### src/rtl/alu_muldiv_seq.sv
`default_nettype none
// ============================================================================
// Module   : alu_muldiv_seq
// Purpose  : Multi-cycle sequencer for unsigned 32x32 multiply (MULTU) and
//            divide (DIVU). Drives the shared external ALU one shift-add or
//            shift-subtract step per clock and accumulates into HI/LO.
// Config   : MULDIV_DIVZERO_EN - when defined, DIVU by zero bypasses the
//            iteration loop (done in cycle 1) and raises div_zero_o.
// Ports    : clk            rising-edge clock
//            rst_n          asynchronous active-low reset
//            start_i        request, sampled only in IDLE
//            op_i           0 = MULTU, 1 = DIVU
//            src_a_i        multiplicand / dividend
//            src_b_i        multiplier / divisor
//            busy_o         high while iterating
//            done_o         one-cycle pulse, hi_o/lo_o valid
//            hi_o / lo_o    product[63:32]/[31:0] or remainder/quotient
//            alu_op_o       ALU opcode (4 = ADD, 6 = SUB)
//            alu_a_o/alu_b_o ALU operands
//            alu_result_i   ALU result (combinational, same cycle)
//            alu_carryout_i ALU carry; for SUB, 1 = no borrow
//            div_zero_o     (MULDIV_DIVZERO_EN only) divide-by-zero flag
// Revision : 1.0 - initial release
// ============================================================================
module alu_muldiv_seq #(
    parameter int WIDTH = 32,
    parameter int CNT_W = 5
) (
    input  logic             clk,
    input  logic             rst_n,
    input  logic             start_i,
    input  logic             op_i,
    input  logic [WIDTH-1:0] src_a_i,
    input  logic [WIDTH-1:0] src_b_i,
    output logic             busy_o,
    output logic             done_o,
    output logic [WIDTH-1:0] hi_o,
    output logic [WIDTH-1:0] lo_o,
    output logic [2:0]       alu_op_o,
    output logic [WIDTH-1:0] alu_a_o,
    output logic [WIDTH-1:0] alu_b_o,
    input  logic [WIDTH-1:0] alu_result_i,
    input  logic             alu_carryout_i
`ifdef MULDIV_DIVZERO_EN
    ,
    output logic             div_zero_o
`endif
);

    localparam logic [2:0]       c_ALU_ADD  = 3'd4;
    localparam logic [2:0]       c_ALU_SUB  = 3'd6;
    localparam logic [CNT_W-1:0] c_LAST_CNT = CNT_W'(WIDTH - 1);

    typedef enum logic [1:0] {
        S_IDLE = 2'd0,
        S_RUN  = 2'd1,
        S_DONE = 2'd2
    } state_t;

    state_t           state_q;
    logic [CNT_W-1:0] cnt_q;
    logic             op_q;
    logic [WIDTH-1:0] opb_q;
    logic [WIDTH-1:0] hi_q;
    logic [WIDTH-1:0] lo_q;
    logic             busy_q;
    logic             done_q;

    logic [WIDTH-1:0] hi_d;
    logic [WIDTH-1:0] lo_d;
    logic [WIDTH-1:0] div_s_d;

    // ------------------------------------------------------------------
    // Per-iteration datapath: ALU drive and next HI/LO for one step.
    // ------------------------------------------------------------------
    always_comb begin
        alu_op_o = c_ALU_ADD;
        alu_a_o  = '0;
        alu_b_o  = '0;
        hi_d     = hi_q;
        lo_d     = lo_q;
        // Partial remainder shifted left by one, pulling in the next
        // dividend bit; hi_q[MSB] is the bit that falls off the top.
        div_s_d  = {hi_q[WIDTH-2:0], lo_q[WIDTH-1]};

        if (state_q == S_RUN) begin
            if (!op_q) begin
                // MULTU: conditional add of the multiplier, then shift
                // the 65-bit {carry, hi, lo} right by one.
                alu_op_o = c_ALU_ADD;
                alu_a_o  = hi_q;
                alu_b_o  = opb_q;
                if (lo_q[0]) begin
                    hi_d = {alu_carryout_i, alu_result_i[WIDTH-1:1]};
                    lo_d = {alu_result_i[0], lo_q[WIDTH-1:1]};
                end else begin
                    hi_d = {1'b0, hi_q[WIDTH-1:1]};
                    lo_d = {hi_q[0], lo_q[WIDTH-1:1]};
                end
            end else begin
                // DIVU: restoring division. The effective remainder is
                // 33 bits wide ({hi_q[MSB], s}); if its top bit is set it
                // is certainly >= divisor, so subtract regardless of borrow.
                alu_op_o = c_ALU_SUB;
                alu_a_o  = div_s_d;
                alu_b_o  = opb_q;
                if (hi_q[WIDTH-1] | alu_carryout_i) begin
                    hi_d = alu_result_i;
                    lo_d = {lo_q[WIDTH-2:0], 1'b1};
                end else begin
                    hi_d = div_s_d;
                    lo_d = {lo_q[WIDTH-2:0], 1'b0};
                end
            end
        end
    end

    // ------------------------------------------------------------------
    // Control FSM with registered busy/done and HI/LO state.
    // ------------------------------------------------------------------
`ifdef MULDIV_DIVZERO_EN
    logic div_zero_q;
`endif

    always_ff @(posedge clk or negedge rst_n) begin
        if (!rst_n) begin
            state_q    <= S_IDLE;
            cnt_q      <= '0;
            op_q       <= 1'b0;
            opb_q      <= '0;
            hi_q       <= '0;
            lo_q       <= '0;
            busy_q     <= 1'b0;
            done_q     <= 1'b0;
`ifdef MULDIV_DIVZERO_EN
            div_zero_q <= 1'b0;
`endif
        end else begin
            case (state_q)
                S_IDLE: begin
                    done_q <= 1'b0;
                    if (start_i) begin
                        op_q  <= op_i;
                        opb_q <= src_b_i;
                        cnt_q <= '0;
`ifdef MULDIV_DIVZERO_EN
                        if (op_i && (src_b_i == '0)) begin
                            // Load the natural divide-by-zero result directly.
                            hi_q       <= src_a_i;
                            lo_q       <= '1;
                            busy_q     <= 1'b0;
                            done_q     <= 1'b1;
                            div_zero_q <= 1'b1;
                            state_q    <= S_DONE;
                        end else begin
                            hi_q       <= '0;
                            lo_q       <= src_a_i;
                            busy_q     <= 1'b1;
                            div_zero_q <= 1'b0;
                            state_q    <= S_RUN;
                        end
`else
                        hi_q    <= '0;
                        lo_q    <= src_a_i;
                        busy_q  <= 1'b1;
                        state_q <= S_RUN;
`endif
                    end
                end

                S_RUN: begin
                    hi_q  <= hi_d;
                    lo_q  <= lo_d;
                    cnt_q <= cnt_q + 1'b1;
                    if (cnt_q == c_LAST_CNT) begin
                        busy_q  <= 1'b0;
                        done_q  <= 1'b1;
                        state_q <= S_DONE;
                    end
                end

                S_DONE: begin
                    done_q  <= 1'b0;
                    state_q <= S_IDLE;
                end

                default: begin
                    busy_q  <= 1'b0;
                    done_q  <= 1'b0;
                    state_q <= S_IDLE;
                end
            endcase
        end
    end

    assign busy_o = busy_q;
    assign done_o = done_q;
    assign hi_o   = hi_q;
    assign lo_o   = lo_q;
`ifdef MULDIV_DIVZERO_EN
    assign div_zero_o = div_zero_q;
`endif

endmodule
`default_nettype wire

### config.mk
export PLATFORM = sky130hd
export DESIGN_NAME = alu_muldiv_seq
export DESIGN_NICKNAME = d
export VERILOG_FILES = /design/src/rtl/alu_muldiv_seq.sv
export SDC_FILE = /design/constraint.sdc
export NUM_CORES = 1
export LEC_CHECK = 0
export BUFFER_PORTS_ARGS = -buffer_cell sky130_fd_sc_hd__buf_2
export CAP_MARGIN = 20
export CORE_ASPECT_RATIO = 1.4
export CORE_MARGIN = 10
export CORE_UTILIZATION = 50
export DETAILED_ROUTE_END_ITERATION = 8
export PLACE_DENSITY = 0.9
export SLEW_MARGIN = 0
export SYNTH_ARGS = -nofsm -noshare
export SYNTH_HDL_FRONTEND = slang
export SYNTH_SLANG_ARGS = --single-unit
### constraint.sdc
create_clock -name clk -period 1.55 [get_ports clk]
set_clock_uncertainty 0.05 [all_clocks]
set_input_delay 0.155 -clock clk [delete_from_list [all_inputs] [get_ports clk]]
set_output_delay 0.155 -clock clk [all_outputs]
set_load 0.005 [all_outputs]
Word level (Yosys, flattened, before mapping)
Cells that the tools add are included.
{"block": "classes", "n_reduce_logical": 6, "n_bitwise": 2, "n_eq_ne": 5, "addsub": 1, "mux": 25}
{"op": "$mux W32", "n": 10}
{"op": "$pmux W32 S2", "n": 2}
{"op": "$pmux W5 S2", "n": 1}
{"op": "$mux W2", "n": 3}
{"op": "$reduce_and A2 Y1", "n": 3}
{"op": "$add A5 B1 Y5 const B", "n": 1}
{"op": "$eq A5 B5 Y1 const B", "n": 1}
{"op": "$mux W1", "n": 5}
{"op": "$mux W5", "n": 1}
{"op": "$pmux W2 S2", "n": 1}
{"op": "$mux W3", "n": 1}
{"op": "$pmux W1 S3", "n": 1}
{"op": "$reduce_and A3 Y1", "n": 1}
{"op": "$eq A2 B1 Y1 const B", "n": 1}
{"op": "$eq A2 B2 Y1 const B", "n": 1}
{"op": "$logic_not A2 Y1", "n": 1}
{"op": "$ne A2 B1 Y1 const B", "n": 1}
{"op": "$ne A2 B2 Y1 const B", "n": 1}
{"op": "$reduce_bool A2 Y1", "n": 1}
{"op": "$not A1 Y1", "n": 1}
{"op": "$or A1 B1 Y1", "n": 1}
{"block": "word_totals", "in_bits": 101, "ff_bits": 106}

Logic depth before layout (Yosys ltp)
Gate-level depths: netlist of run 1.
{"block": "logic_depth", "depth_word": 4, "ltp_mapped": 6, "depth_no_buf": 6}

Least setup slack after synthesis of run 1
No wires, ideal clock.
{"block": "synth_timing", "path_type": "reg-to-reg", "startpoint": "register lo_q[0], in the netlist lo_o[0]", "endpoint": "register hi_q[15], in the netlist hi_o[15]", "path_stages_with_launch": 6, "n_path_buf": 2, "t_arrival_ns": 1.236, "setup_ns": 0.127, "required_time_ns": 1.373, "setup_slack_ns": 0.137, "period_less_slack_ns": 1.413, "path_cell_list": "dfrtp_1 > buf_6 > buf_2 > mux2_2 > a22oi_1 > o21ai_1"}
{"block": "synth_via", "elab_chain_len": 3}
{"element": "from (decl)", "line": "65", "rtl": "logic [WIDTH-1:0] lo_q;"}
{"element": "from (signal assigned)", "line": "164", "rtl": "lo_q <= src_a_i;"}
{"element": "from (signal assigned)", "line": "173", "rtl": "lo_q <= lo_d;"}
{"element": "$mux W32", "line": "93", "rtl": "if (lo_q[0]) begin"}
{"element": "$mux W32", "line": "87", "rtl": "if (!op_q) begin"}
{"element": "$pmux W32 S2", "line": "139", "rtl": "case (state_q)"}
{"element": "to (signal assigned)", "line": "172", "rtl": "hi_q <= hi_d;"}
{"element": "to (decl)", "line": "64", "rtl": "logic [WIDTH-1:0] hi_q;"}
No other way between the ends.
A chain may end at the register's enable or synchronous reset.

Final worst setup path of run 1
{"block": "layout_timing", "startpoint": "register op_q", "endpoint": "output port alu_a_o[12]"}
{"block": "layout_via", "elab_chain_len": 2}
{"element": "from (decl)", "line": "62", "rtl": "logic op_q;"}
{"element": "from (signal assigned)", "line": "143", "rtl": "op_q <= op_i;"}
{"element": "$mux W32", "line": "87"}
{"element": "$mux W32", "line": "86", "rtl": "if (state_q == S_RUN) begin"}
{"element": "to (decl)", "line": "40", "rtl": "output logic [WIDTH-1:0] alu_a_o,"}
No other way between the ends.

==> insert_results.sql, run 1 <==
INSERT INTO impl_metrics (metric_group, metric, value, unit) VALUES
('run_status', 'status', 'finished with violations', ''),
('run_status', 'violations', 'negative setup slack', ''),
('drt', 'detail_route.vias_per_cell', '6.12', ''),
('critical_path', 'timing.reg2reg.setup_slack', '-200', 'ps'),
('placed_design', 'preCtsSetupSlack', '2.54', 'ps'),
('cts', 'clockRootBuffer', 'sky130_fd_sc_hd__clkbuf_16', ''),
('floorplanning', 'floorplan.initialDensity', '50.9', '%'),
('cells_and_area', 'final_cells', '1089', ''),
('critical_path', 'slowest_stage', 'sky130_fd_sc_hd__dfrtp_4', ''),
('cells_and_area', 'syn2layout_area_growth', '65.0', '%'),
('logic_synthesis', 'asyncSetResetFlopFracSynth', '100', '%'),
('floorplanning', 'die_width', '114', 'µm'),
('logic_synthesis', 'postSynthAreaPerCell', '10.1', 'µm²'),
('cts', 'worst_skew_pair.late_latency', '350', 'ps'),
('cts', 'clock_pin_slew_on_the_worst_setup_and_hold_paths', '90', 'ps'),
('cts', 'cts.path.max_buffers', '2', ''),
('logic_synthesis', 'post_synth_edffs', '0', ''),
('sta', 'worst_slew_pin_slew', '506', 'ps'),
('cts', 'cts-buffers-inserted', '9', ''),
('drt', 'detailedRoute.firstIterationViolations', '550', ''),
('logic_synthesis', 'yosys.cell_types.count', '38', ''),
('sta', 'setup_viol', '155', ''),
('global_route', 'maximum_number_of_pins_on_one_net_before_global_route_repair', '64', ''),
('min_path', 'worst_hold_path.num_cells', '2', ''),
('power', 'p_leak', '4.85', 'nW'),
('drt', 'antenna_violating_nets_post_route', '0', ''),
('logic_synthesis', 'ys_top_cells_by_area', 'sky130_fd_sc_hd__dfrtp_1 (43%), sky130_fd_sc_hd__mux2_2 (12%), sky130_fd_sc_hd__mux2i_1 (11%)', ''),
('floorplanning', 'coreArea', '12300', 'µm²'),
('sta', 'worst_slack', '-238', 'ps'),
('sta', 'timing.fmax', '0.559', 'GHz'),
('min_path', 'path_category_of_the_worst_min_delay_check', 'in2reg', ''),
('drt', 'wirelength', '27300', 'µm'),
('floorplanning', 'fp-row-count', '48', ''),
('critical_path', 'cp_slowest_stage_delay', '560', 'ps'),
('critical_path', 'reg2reg_to', 'op_q', ''),
('critical_path', 'timing.critical_path.cells', 'buf_16 > mux2i_1 > nor2_2 > buf_2', ''),
('logic_synthesis', 'synth_cells', '616', ''),
('global_route', 'vias_in_the_first_global_route', '6417', ''),
('cells_and_area', 'final_core_utilization', '84.0', '%'),
('cells_and_area', 'finalNetCount', '1033', ''),
('power', 'cellPowerDensity', '2250', 'nW/µm²'),
('critical_path', 'launching_point_of_the_worst_reg2reg_path', 'state_q[1]', ''),
('sta', 'total_negative_setup_slack', '-19980', 'ps'),
('critical_path', 'endpoint_kind', 'output port', ''),
('global_route', 'gr-usage-all-layers', '23.2', '%'),
('floorplanning', 'fp.dieArea', '17400', 'µm²'),
('drt', 'dr.pass1.iters', '5', ''),
('global_route', 'antenna_violations_before_repair', '4', ''),
('sta', 'minimum_clock_period', '1790', 'ps'),
('drt', 'dr_total_vias', '6668', ''),
('min_path', 'holdPathEnd', 'opb_q[28]', ''),
('critical_path', 'path_delay_family', 'flip-flops', ''),
('power', 'power_frac_comb', '63.5', '%'),
('critical_path', 'cp_num_buf_inv', '2', ''),
('logic_synthesis', 'synth_top_cell_area_share', '42.5', '%'),
('drt', 'route.detailed.wl_per_inst', '25.0', 'µm'),
('critical_path', 'worstSetupPathType', 'reg2out', ''),
('logic_synthesis', 'seq_area_frac_synth', '42.5', '%'),
('logic_synthesis', 'synth_nets', '719', ''),
('placed_design', 'placed_cells_incl_taps', '973', ''),
('placed_design', 'hpwl', '13400', 'µm'),
('floorplanning', 'io_pins', '234', ''),
('floorplanning', 'die_height', '152', 'µm'),
('power', 'switching_power_summed_over_all_nets', '9.64', 'mW'),
('critical_path', 'cp.arrival', '1580', 'ps'),
('critical_path', 'worst-endpoint-required', '1340', 'ps'),
('logic_synthesis', 'yosys_warnings', '0', ''),
('power', 'p_int', '13.5', 'mW'),
('sta', 'maxSlewViolCount', '0', ''),
('power', 'ir_worst_vdd', '0.00142', 'V'),
('logic_synthesis', 'synth_area_leader_cell', 'sky130_fd_sc_hd__dfrtp_1', '');
[layer usage]
| layer | share of wire, % | up-vias | GRT usage, % |
|---|---|---|---|
| li1 | - | 2838 | - |
| met1 | 35 | 3372 | 26.5 |
| met2 | 54 | 370 | 39.0 |
| met3 | 7.2 | 88 | 6.30 |
| met4 | 4.1 | 0 | 10.4 |
| met5 | 0 | - | 0 |
[repair_timing]
action / in CTS / in global routing
hold buffers: 32 / 0
endpoints found under the setup margin: 66 / 164
cloned: 6 / 24
pin swaps: 3 / 46
hold endpoints to repair: 62 / 0
setup buffers: 17 / 23
gates resized for setup: 60 / 246
[cells by family after synthesis]
kind of cell / after synthesis / synth area share, %
AO/OA/AOI/OAI: 171 / 16.7
flip-flops: 106 / 42.5
adder cells (fa/ha/maj): 2 / 0.401
buffers and inverters: 58 / 5.78
AND/OR/NAND/NOR: 147 / 12.3
multiplexers: 130 / 22.2
other: 2 / 0.120
[power groups by stage]
stage               clock network (mW)  registers [mW]  logic [mW]
global route                      2.55            6.20        15.6
detailed placement                   0            5.65        9.37
global placement                     0            5.59        9.08
CTS                               2.40            5.67        10.7
finish                            2.42            6.04        14.7
floorplan                            0            5.31        5.90
[per-stage QoR]
| step | instance area [µm²] | hold WS, ps | power [mW] |
|---|---|---|---|
| after floorplan | 6230 | -191 | 11.2 |
| after global placement | 7640 | 108 | 14.7 |
| after detailed placement | 7640 | 112 | 15.0 |
| after CTS | 8790 | 1.40 | 18.7 |
| after global routing | 10300 | -6.26 | 24.3 |
| final | 10300 | 4.53 | 23.2 |
[worst max path at each step]
stage,from,end,depth (start not counted)
final,op_q,alu_a_o[12],4
after CTS,state_q[0],alu_b_o[1],6
after global routing,op_q,alu_a_o[12],4
after global placement,state_q[1],lo_o[31],5
after detailed placement,state_q[1],lo_o[31],5
after floorplan,lo_o[0],hi_o[15],5
[state kept, by name, summed over array words and instances (netlist names)]
signal	count
hi_o	32
state_q	2
lo_o	32
busy_o	1
done_o	1
op_q	1
opb_q	32
cnt_q	5
[cells in the final DEF, fill, tap and decap left out, drive strengths merged, types with 2 or more instances in the layout]
cell type,n
diode,4
a22oi,31
a211oi,30
dfrtp,106
nand2,38
clkinv,2
and2b,11
conb,2
and2,32
nor3b,3
inv,7
dlygate4sd3,32
o21ai,96
ha,2
buf,308
nor2b,22
a21o,2
mux2i,66
clkbuf,27
a21oi,4
mux2,64
nor2,38
[worst reg2reg max path, stage by stage, from the launching register on]
cell and delay (ps):
sky130_fd_sc_hd__dfrtp_2 410, sky130_fd_sc_hd__buf_4 150, sky130_fd_sc_hd__buf_4 140, sky130_fd_sc_hd__nor3b_4 160, sky130_fd_sc_hd__buf_6 190, sky130_fd_sc_hd__clkbuf_16 200
sky130_fd_sc_hd__mux2_2 340
[area by class of cell]
cell class / count / area [µm²]
multi-input cells: 452 / 3950
repair buffers: 358 / 3160
diodes: 4 / 10.0
inverters: 3 / 11.3
fillers: 634 / 1960
clock inverters: 6 / 67.6
clock buffers: 10 / 239
flip-flops and latches: 106 / 2660
well taps: 150 / 188
Power figures use the tool's default switching activity.
==> inputs of run 2 (changes only) <==
CORE_ASPECT_RATIO = 1.5   (was 1.4)
==> run 2 against run 1 <==
  * Final area grew 0.57%
  * First-iteration DRC count increased by 22%
  * Final cell count decreased by 0.18%
  * The run still ends with negative setup slack left
  * Largest cell class unchanged
  * Core utilization is 1.7 points higher
  * Register-to-register slack got worse by 100 ps
==> insert_results.sql, run 2 (synthesis results as in run 1) <==
INSERT INTO impl_metrics (metric_group, metric, value, unit) VALUES
('run_status', 'status', 'finished with violations', ''),
('run_status', 'violations', 'negative setup slack', ''),
('sta', 'timing.fmax', '0.536', 'GHz'),
('critical_path', 'path_delay_family', 'buffers and inverters', ''),
('sta', 'unrepaired_setup_endpoints_after_global_routing', 'yes', ''),
('cells_and_area', 'mostFrequentLayoutCell', 'sky130_fd_sc_hd__buf_2', ''),
('power', 'p_int', '14.1', 'mW'),
('cts', 'cts_tree', 'yes', ''),
('floorplanning', 'die_width', '111', 'µm'),
('critical_path', 'worstSetupPathType', 'reg2out', ''),
('drt', 'detailedRoute.firstIterationViolations', '673', ''),
('power', 'cellPowerDensity', '2370', 'nW/µm²'),
('sta', 'worst_slew_pin_slew', '612', 'ps'),
('critical_path', 'worst-endpoint-required', '1340', 'ps'),
('power', 'p_clk_share', '10.1', '%'),
('global_route', 'antenna_violations_before_repair', '6', ''),
('critical_path', 'cp_num_buf_inv', '3', ''),
('floorplanning', 'fp-row-count', '49', ''),
('cells_and_area', 'drive_gt1_share', '59.2', '%'),
('cells_and_area', 'finalNetCount', '1026', ''),
('power', 'power.share.switching', '42.3', '%'),
('placed_design', 'finalWeightedCongestion', '0.798', ''),
('global_route', 'wire_length_of_the_first_global_routing_pass', '33200', 'µm'),
('sta', 'timing_hold_violations_final', '0', ''),
('cts', 'cts_sinks', '106', ''),
('flow_run', 'cap_violations', '0', ''),
('critical_path', 'cp_slowest_stage_delay', '430', 'ps'),
('sta', 'hold_ws', '12.2', 'ps'),
('sta', 'minimum_clock_period', '1870', 'ps'),
('sta', 'maxSlewViolCount', '0', ''),
('cts', 'worst_skew_pair.late_latency', '360', 'ps'),
('power', 'switching_power_summed_over_all_nets', '10.4', 'mW'),
('cells_and_area', 'layout_common_cells', 'sky130_fd_sc_hd__buf_2 (210), sky130_fd_sc_hd__dfrtp_1 (104), sky130_fd_sc_hd__o21ai_1 (63), sky130_fd_sc_hd__mux2i_1 (54), sky130_fd_sc_hd__mux2_2 (38)', ''),
('min_path', 'hp-start', 'src_b_i[30]', ''),
('cts', 'htreeDepth', '3', ''),
('cells_and_area', 'syn2layout_area_growth', '65.9', '%'),
('sta', 'worst_slack', '-315', 'ps'),
('global_route', 'gr-usage-all-layers', '23.0', '%'),
('critical_path', 'slowest_stage', 'sky130_fd_sc_hd__dfrtp_2', ''),
('critical_path', 'crit_start', 'state_q[1]', ''),
('critical_path', 'cp.arrival', '1660', 'ps'),
('sta', 'total_negative_setup_slack', '-30500', 'ps'),
('floorplanning', 'die_height', '157', 'µm'),
('floorplanning', 'io_pins', '234', ''),
('drt', 'detail_route.vias_per_cell', '6.28', ''),
('critical_path', 'launching_point_of_the_worst_reg2reg_path', 'state_q[1]', ''),
('cts', 'cts.path.max_buffers', '2', ''),
('power', 'power_frac_comb', '64.8', '%'),
('drt', 'wirelength', '29200', 'µm'),
('placed_design', 'placed_cells_incl_taps', '978', ''),
('cells_and_area', 'final_cells', '1087', ''),
('placed_design', 'placement.cell_area', '7660', 'µm²'),
('drt', 'drt_drc_violations_left', '0', ''),
('floorplanning', 'floorplan.initialDensity', '51.6', '%'),
('power', 'ir_worst_vdd', '0.00121', 'V'),
('critical_path', 'start_kind', 'flop', ''),
('drt', 'route.detailed.wl_per_inst', '26.8', 'µm'),
('cts', 'clockRootBuffer', 'sky130_fd_sc_hd__clkbuf_16', ''),
('critical_path', 'timing.critical_path.cells', 'buf_4 > nand2b_4 > clkbuf_16 > nor2_2 > buf_2', ''),
('power', 'post-layout-total-power', '24.5', 'mW'),
('placed_design', 'io_buffers', '231', ''),
('floorplanning', 'fp.dieArea', '17400', 'µm²'),
('critical_path', 'endpoint_kind', 'output port', ''),
('placed_design', 'hpwl', '13700', 'µm'),
('cells_and_area', 'final_design_instance_area_without_fill', '10300', 'µm²'),
('min_path', 'path_category_of_the_worst_min_delay_check', 'in2reg', ''),
('drt', 'dr.pass1.iters', '5', ''),
('global_route', 'grt-ovfl-total', '0', ''),
('sta', 'worst_slew_margin_rel', '59.2', '%'),
('global_route', 'maximum_number_of_pins_on_one_net_before_global_route_repair', '107', ''),
('cts', 'clock_pin_slew_on_the_worst_setup_and_hold_paths', '90', 'ps'),
('drt', 'antenna_violating_nets_post_route', '0', ''),
('sta', 'period_share', '120', '%'),
('critical_path', 'cp_max_fo', '8', ''),
('global_route', 'vias_in_the_first_global_route', '6293', ''),
('power', 'p_leak', '4.76', 'nW'),
('floorplanning', 'coreArea', '12100', 'µm²'),
('power', 'seqPwrFrac', '25.1', '%'),
('cts', 'cts-buffers-inserted', '9', ''),
('sta', 'setup_viol', '166', ''),
('drt', 'dr_total_vias', '6821', '');
-- run 2: cell types whose count changed in the layout (fill, tap and decap cells not counted), sizes merged --
| cell | change |
|---|---|
| buf | -8 |
| diode | +2 |
| bufbuf | -1 |
| bufinv | +1 |
| clkinv | +1 |
| dlygate4sd3 | +1 |
| inv | -1 |
-- run 2: per-layer routing --
layer / vias to the layer above / track usage [%] / share of wire [%]
li1: 2828 / - / -
met1: 3348 / 26.0 / 34
met2: 492 / 40.8 / 51
met3: 153 / 5.36 / 8.5
met4: 0 / 9.33 / 6.9
met5: - / 0 / 0
-- run 2: worst reg2reg max path: stages (launching register included) --
cell	delay, ps
sky130_fd_sc_hd__dfrtp_2	430
sky130_fd_sc_hd__buf_4	150
sky130_fd_sc_hd__buf_4	140
sky130_fd_sc_hd__nor3b_4	250
sky130_fd_sc_hd__buf_6	190
sky130_fd_sc_hd__clkbuf_16	190
sky130_fd_sc_hd__mux2_2	330
-- run 2: worst paths after layout --
check | endpoint | slack [ps] | depth (start not counted)
max | alu_a_o[15] | -320 | 5
max in group asynchronous | op_q | 570 | 3
min | opb_q[30] | 10 | 2
min in group asynchronous | lo_o[11] | 360 | 3
min reg2reg | cnt_q[0] | 460 | 1
max reg2reg | opb_q[6] | -300 | 6
-- run 2: what timing repair did --
| item | 4_1_cts | 5_1_grt |
|---|---|---|
| setup buffers | 12 | 10 |
| hold buffers | 29 | 4 |
| resized for setup | 52 | 232 |
| endpoints found under the setup margin | 65 | 164 |
| hold endpoints to repair | 134 | 4 |
| gates cloned | 6 | 27 |
| pin swaps | 7 | 73 |
-- run 2: area by class of cell --
class	count	area [µm²]
repair buffers	351	3070
clock inverters	7	83.8
fillers	570	1730
clock buffers	9	225
well taps	153	191
flip-flops and latches	106	2660
inverters	3	11.3
diodes	6	15.0
multi-input cells	452	4090
-- run 2: power by group through the flow --
stage | sequential [mW] | combinational, mW | clock, mW
2_1_floorplan | 5.31 | 5.90 | 0
3_3_place_gp | 5.55 | 9.25 | 0
3_5_place_dp | 5.65 | 9.55 | 0
4_1_cts | 5.66 | 10.8 | 2.45
5_1_grt | 6.30 | 16.7 | 2.60
6_report | 6.15 | 15.9 | 2.47
-- run 2: stage by stage --
stage / setup WS, ps / utilization (%)
after CTS: -190 / 72.3
after detailed placement: 29.9 / 63.5
final: -315 / 85.7
after global placement: 68.5 / 63.5
after floorplan: 137 / -
after global routing: -331 / 85.6
